$ cat src/rtl/tt_um_hamming_encoder_7_4.sv
// Serial Hamming(7,4) encoder: a one-entry nibble buffer feeds an MSB-first codeword shifter.
// Optional macro HAMMING_PARITY_EXT_EN appends an overall even-parity bit p0 (8-bit frames).
module tt_um_hamming_encoder_7_4 (
  input  logic       clk,
  input  logic       rst,
  input  logic       ena,
  input  logic [3:0] data_in,
  input  logic       data_valid,
  output logic       data_ready,
  output logic       encode_out,
  output logic       bit_valid,
  output logic       frame_start,
  output logic       busy
);

`ifdef HAMMING_PARITY_EXT_EN
  localparam int FRAME_W = 8;
`else
  localparam int FRAME_W = 7;
`endif
  localparam logic [2:0] LAST_BIT = 3'(FRAME_W - 1);

  typedef enum logic {IDLE, SEND} state_t;

  state_t             state_reg;
  logic [2:0]         count_reg;
  logic [FRAME_W-1:0] shift_reg;
  logic [3:0]         hold_reg;
  logic               hold_full_reg;
  logic               data_ready_reg;

  logic accept;
  logic last_bit;
  logic load;
  logic hold_full_next;

  // Frame layout, first-sent bit in the MSB: p1 p2 d1 p3 d2 d3 d4 [p0]
  function automatic logic [FRAME_W-1:0] hamming_encode(input logic [3:0] nib);
    logic d1, d2, d3, d4;
    logic [6:0] cw;
    d1 = nib[3];
    d2 = nib[2];
    d3 = nib[1];
    d4 = nib[0];
    cw = {d1 ^ d2 ^ d4, d1 ^ d3 ^ d4, d1, d2 ^ d3 ^ d4, d2, d3, d4};
`ifdef HAMMING_PARITY_EXT_EN
    return {cw, ^cw};
`else
    return cw;
`endif
  endfunction

  always_comb begin
    accept         = 1'b0;
    last_bit       = 1'b0;
    load           = 1'b0;
    hold_full_next = 1'b0;
    accept   = data_valid & data_ready_reg;
    last_bit = (state_reg == SEND) & ena & (count_reg == LAST_BIT);
    // A held nibble starts a frame from IDLE, or chains straight on after the last bit.
    load     = hold_full_reg & ((state_reg == IDLE) | last_bit);
    hold_full_next = accept | (hold_full_reg & ~load);
  end

  always_ff @(posedge clk) begin
    if (rst) begin
      state_reg      <= IDLE;
      count_reg      <= 3'd0;
      shift_reg      <= '0;
      hold_reg       <= 4'd0;
      hold_full_reg  <= 1'b0;
      data_ready_reg <= 1'b0;
    end else begin
      hold_full_reg  <= hold_full_next;
      data_ready_reg <= ~hold_full_next;
      if (accept) begin
        hold_reg <= data_in;
      end
      case (state_reg)
        IDLE: begin
          if (load) begin
            shift_reg <= hamming_encode(hold_reg);
            count_reg <= 3'd0;
            state_reg <= SEND;
          end
        end
        SEND: begin
          if (ena) begin
            if (count_reg == LAST_BIT) begin
              count_reg <= 3'd0;
              if (load) begin
                shift_reg <= hamming_encode(hold_reg);
              end else begin
                shift_reg <= '0;
                state_reg <= IDLE;
              end
            end else begin
              shift_reg <= {shift_reg[FRAME_W-2:0], 1'b0};
              count_reg <= count_reg + 3'd1;
            end
          end
        end
        default: state_reg <= IDLE;
      endcase
    end
  end

  // The shifter is all zeros outside SEND, so encode_out idles low.
  assign encode_out  = shift_reg[FRAME_W-1];
  assign bit_valid   = (state_reg == SEND) & ena;
  assign frame_start = bit_valid & (count_reg == 3'd0);
  assign busy        = (state_reg == SEND) | hold_full_reg;
  assign data_ready  = data_ready_reg;

endmodule

$ cat config.mk
export PLATFORM = sky130hd
export DESIGN_NAME = tt_um_hamming_encoder_7_4
export DESIGN_NICKNAME = d
export VERILOG_FILES = /design/src/rtl/tt_um_hamming_encoder_7_4.sv
export SDC_FILE = /design/constraint.sdc
export NUM_CORES = 1
export LEC_CHECK = 0
export CAP_MARGIN = 20
export CORE_UTILIZATION = 40
export CTS_BUF_LIST = sky130_fd_sc_hd__clkbuf_2
export CTS_CLUSTER_DIAMETER = 30
export DETAILED_ROUTE_END_ITERATION = 10
export HOLD_SLACK_MARGIN = 0.06
export SYNTH_ARGS = -nofsm -noshare
export SYNTH_HDL_FRONTEND = slang
export SYNTH_SLANG_ARGS = --single-unit
$ cat constraint.sdc
create_clock -name clk -period 1.3 [get_ports clk]
set_input_delay 0.26 -clock clk [delete_from_list [all_inputs] [get_ports clk]]
set_output_delay 0.26 -clock clk [all_outputs]
set_load 0.005 [all_outputs]
Yosys cells after proc, flatten, opt, wreduce, memory -nomap -nowiden
Cells that the tools add are included.
Word-level totals
  register bits: 17
  input port bits: 8
Cells by class
  add/subtract/negate cells: 1
  equality and inequality tests: 3
  muxes and demuxes: 13
  bitwise operators: 18
  reduce and logical (&&, ||, !) cells: 2
Operator list (count)
  two-way mux 7 bit: 4
  one-hot mux 7 bit (2 select lines): 1
  two-way mux 3 bit: 3
  AND 1 bit: 6
  one-hot mux 3 bit (2 select lines): 1
  bitwise XOR 1 bit: 6
  != test 2 bit (second input constant): 2
  adder 3 x 1 -> 3 bit (second input constant): 1
  equality test 3 bit (second input constant): 1
  zero test 3 bit: 1
  two-way mux 1 bit: 3
  NOT 1 bit: 3
  OR 1 bit: 3
  one-hot mux 1 bit (2 select lines): 1
  AND reduction 2 bit: 1

Depth between registers and ports, before layout
  depth after elaboration: 8
  gate-level depth with buffers: 6
  depth with buffers taken out: 4

Worst setup path after synthesis
OpenSTA, ideal clock, no wires.
  path kind: reg2reg
  start point: register count_reg[1]
  end point: register shift_reg[5]
  library setup time: 0.128 ns
  arrival time: 1.051 ns
  required time: 1.172 ns
  setup slack: 0.121 ns
  stages on the path, launching flop included: 5
  path buffers: 0
  clock period less this slack: 1.179 ns
  cell sequence: dfxtp_1 > nand2_2 > o21a_4 > a221oi_1 > nor3_1
Between the ends
  cells in the longest elaborated chain, start to end: 8
  elaborated cells on any way between the ends: 10
  classes of those cells: eq/ne (2); mux (4); bitwise (3); reduce/logical (1)
Ends and longest elaborated chain
  from (decl): RTL line 26  | logic [2:0] count_reg;
  from (signal assigned): RTL line 99  | count_reg <= count_reg + 3'd1;
  equality test 3 bit *: RTL line 59, 89
  AND 1 bit: RTL line 59  | last_bit = (state_reg == SEND) & ena & (count_reg == LAST_BIT);
  OR 1 bit: RTL line 61  | load = hold_full_reg & ((state_reg == IDLE) | last_bit);
  AND 1 bit: RTL line 61
  two-way mux 7 bit: RTL line 91  | if (load) begin
  two-way mux 7 bit: RTL line 89  | if (count_reg == LAST_BIT) begin
  two-way mux 7 bit: RTL line 88  | if (ena) begin
  one-hot mux 7 bit (2 select lines): RTL line 79  | case (state_reg)
  to (signal assigned): RTL line 82  | shift_reg <= hamming_encode(hold_reg);
  to (signal assigned): RTL line 92  | shift_reg <= hamming_encode(hold_reg);
  to (signal assigned): RTL line 98  | shift_reg <= {shift_reg[FRAME_W-2:0], 1'b0};
  to (decl): RTL line 27  | logic [FRAME_W-1:0] shift_reg;
Mark *: on every way between the ends. The rest lies on a longest branch, timed or not. The select of a mux whose other input is x is not followed.
A chain may end at the register's enable or synchronous reset.

Final worst setup path
  start point: register count_reg[0]
  end point: register shift_reg[6]
The elaborated chain is that of the path after synthesis.

==> metrics.md <==
| Metric | Value |
|---|---|
| Outcome | `complete, but fails checks` |
| Violated checks | `negative setup slack` |
| Starting density of the core | `between 40% and 50%` |
| Pin count of the biggest net entering global routing | `11` |
| Mapped Area | `approximately 790 um^2` |
| Ys Warns | `0` |
| Reg2reg start | `count_reg[0]` |
| Die Y | `46.32 um` |
| R2r setup slk | `-0.06 ns` |
| R2R depth | `6` |
| Final period util | `104.9%` |
| Area Overhead vs Synth | `57.80%` |
| Post-Route WL | `approximately 2200 um` |
| Tot Pwr | `approximately 1100 uW` |
| Max Root-Sink Buffers | `2` |
| Max cap viols | `0` |
| Drt via density | `about 5.4` |
| Post-synthesis compound-gate area fraction | `~20%` |
| CP endpoint kind | `flop` |
| Min-Delay Endpoint | `hold_reg[2]` |
| Largest register FFs | `7` |
| FILL cells | `143` |
| Worst vdd ir | `approximately 0.55 mV` |
| Min Tclk post-route | `1.364 ns` |
| H-Tree Depth | `1` |
| DR iter-0 viols | `20` |
| Mux share of post-synthesis cell area | `0%` |
| Hold Buf Count CTS | `0` |
| XOR/XNOR share of the synthesized area | `about 6.5%` |
| Synth Instances | `around 90` |
| RSZ-0062 raised after global routing | `true` |
| Share of total power in sequential cells | `53.9%` |
| CORE AREA | `~1800 um^2` |
| Via count | `just under 800` |
| Slew Limit Fails | `0` |
| Worst-path clk slew | `about 0.17 ns` |
| Slew HR | `80.50%` |
| Most common cell after layout, fill and taps aside | `buf_4` |
| Post-synth ARST share | `0%` |
| Initial antenna violation count | `0` |
| Layout Nets | `approximately 130` |
| CTS Root Cell | `clkbuf_2` |
| Antenna diodes | `0` |
| Hold path cells | `3` |
| Antenna Nets Post-Route | `0` |
| Vias in the first global route | `about 750` |
| Final HPWL DP | `roughly 1200 um` |
| Worst Hold Class | `input port to flop` |
| Power Dens Cells | `approximately 860 nW/um^2` |
| DRC | `0` |
| Area share of and/or/nand/nor cells after synthesis | `24.84%` |
| Synth unique cells | `26` |
| Sequential area share after synthesis | `between 40% and 50%` |
| WP data required | `roughly 1.5 ns` |
| HP Start | `data_in[2]` |
| Clock Sinks | `17` |
| EDFF count, synth | `0` |
| Layout cells sized above 1 | `between 40% and 50%` |
| Chip Width | `~46 um` |
| Yosys reg bits | `17` |
| Skew final | `0.01145 ns` |
| Die Area | `2146 um^2` |
| # IOs | `13` |
| Synth Flop Type | `dfxtp_1` |
| Input/output buffers | `12` |
| Syn avg cell area | `~8.8 um^2` |
| Max Fanout on Critical Path | `3` |
| Int Pwr | `between 700 and 800 uW` |
| Synth Area in Adders | `0%` |
| Logic pwr share | `between 20% and 30%` |
| Pleak | `between 0.0005 and 0.0006 uW` |
| Post-detailed-route wirelength per cell | `roughly 15 um` |
| Most frequent cells in the layout | `buf_4, nor2_1, dfxtp_1` |
| Worst R2R End | `shift_reg[6]` |
| GRT Total Usage | `22.95%` |
| Crit path DAT | `about 1.6 ns` |
| CTS tree | `done` |
| Final Hold Violating Endpoints | `0` |
| Slew at the pin closest to its max-slew limit | `approximately 0.29 ns` |
| Final hold slack | `approximately 0.48 ns` |
| Global route overflow | `0` |
| Max Freq | `733.1 MHz` |
| Clk network pwr share | `a little under a quarter` |
| Syn nets | `97` |
| Crit start category | `flop` |
| Net Switching | `317.3 uW` |
| Switching Fraction | `29.80%` |
| # setup viols final | `5` |
| Final Wtd Congestion | `~0.8` |
| DR pass1 iterations | `4` |
| First-pass GRT wire length | `between 3000 and 4000 um` |
| Setup ws final | `-0.06399 ns` |
| CTS Buf Count | `3` |
| Setup CP Type | `flop to flop` |
| Cell Rows | `15` |
| Largest family of logic cells by synthesized area | `simple AND/OR/NAND/NOR gates` |
| Clk_lat worst skew | `between 0.3 and 0.4 ns` |
[worst max-delay path: stages (launching register included)]
cell and delay, ns:
dfxtp_4 0.39, buf_6 0.11, nand4b_4 0.19, o21ai_4 0.19
buf_6 0.14, a221oi_2 0.06, nor3_1 0.19
[final cells by class]
type                            instances  area [um^2]  share of cell area [%]
Multi-Input combinational cell         66        530.5                   42.79
Sequential cell                        17        350.3                   28.25
Timing Repair Buffer                   34        300.3                   24.22
Tap cell                               25        31.28                   2.523
Clock buffer                            3        15.01                   1.211
Inverter                                2        7.507                  0.6054
Clock inverter                          1        5.005                  0.4036
[synthesized netlist by cell type, drive strengths merged (2+ instances only)]
| master | number | area (um^2) |
|---|---|---|
| buf | 3 | 23.77 |
| nand3 | 6 | 30.03 |
| nor3 | 7 | 35.03 |
| clkbuf | 2 | 7.510 |
| o21ai | 4 | 31.28 |
| xnor2 | 5 | 51.30 |
| a21oi | 9 | 45.04 |
| nand2 | 9 | 38.79 |
| o21a | 2 | 22.52 |
| nor2 | 11 | 41.29 |
| dfxtp | 17 | 340.3 |
| a221oi | 6 | 52.55 |
| inv | 2 | 7.510 |
[power by group through the flow]
stage | Sequential (uW) | Clock (uW) | Combinational, uW
final | 574 | 244 | 247
after global routing | 577 | 285 | 264
after CTS | 572 | 249 | 219
after detailed placement | 579 | 0 | 185
after global placement | 578 | 0 | 182
after floorplan | 576 | 0 | 100
[how the worst max path moves through the flow]
| stage | start | end | slack (ns) | cells after the start |
|---|---|---|---|---|
| 2_1_floorplan | count_reg[1] | shift_reg[5] | 0.12 | 4 |
| 3_3_place_gp | ena | frame_start | -0.47 | 4 |
| 3_5_place_dp | ena | frame_start | -0.57 | 4 |
| 4_1_cts | state_reg | frame_start | -0.09 | 4 |
| 5_1_grt | count_reg[0] | shift_reg[6] | -0.15 | 6 |
| 6_report | count_reg[0] | shift_reg[6] | -0.06 | 6 |
[stage by stage]
step,instance area [um^2],utilization [%],setup WS (ns),instances,TNS (ns)
finish,1240,69.54,-0.06399,148,-0.2614
global route,1240,69.54,-0.1540,148,-0.7153
CTS,1176,65.96,-0.09362,148,-0.1738
detailed placement,1031,57.82,-0.5664,136,-5.794
global placement,1031,57.82,-0.4688,136,-5.433
floorplan,785.8,-,0.1215,89,0
[cell families (layout without fill, tap and decap cells)]
family / count (synthesis) / after routing
simple gates: 38 / 38
compound gates: 22 / 23
flops: 17 / 17
buf+inv: 7 / 40
xor+xnor: 5 / 5
[timing repair]
| action | 4_1_cts | 5_1_grt |
|---|---|---|
| setup endpoints to repair | 14 | 13 |
| cloned | 1 | 0 |
| gates resized for setup | 38 | 15 |
| pin swaps | 9 | 4 |
| setup buffers | 9 | 0 |
[per-layer routing]
metal / up-vias / global-route usage, % / wire (um) / part of all wire [%]
met5: - / 0 / 0 / 0
met4: 0 / 12.94 / 45 / 2.1
met3: 7 / 8.235 / 139 / 6.4
met2: 31 / 33.06 / 999 / 46
met1: 369 / 29.15 / 983 / 45
li1: 387 / - / - / -
Power figures use the tool's default switching activity.
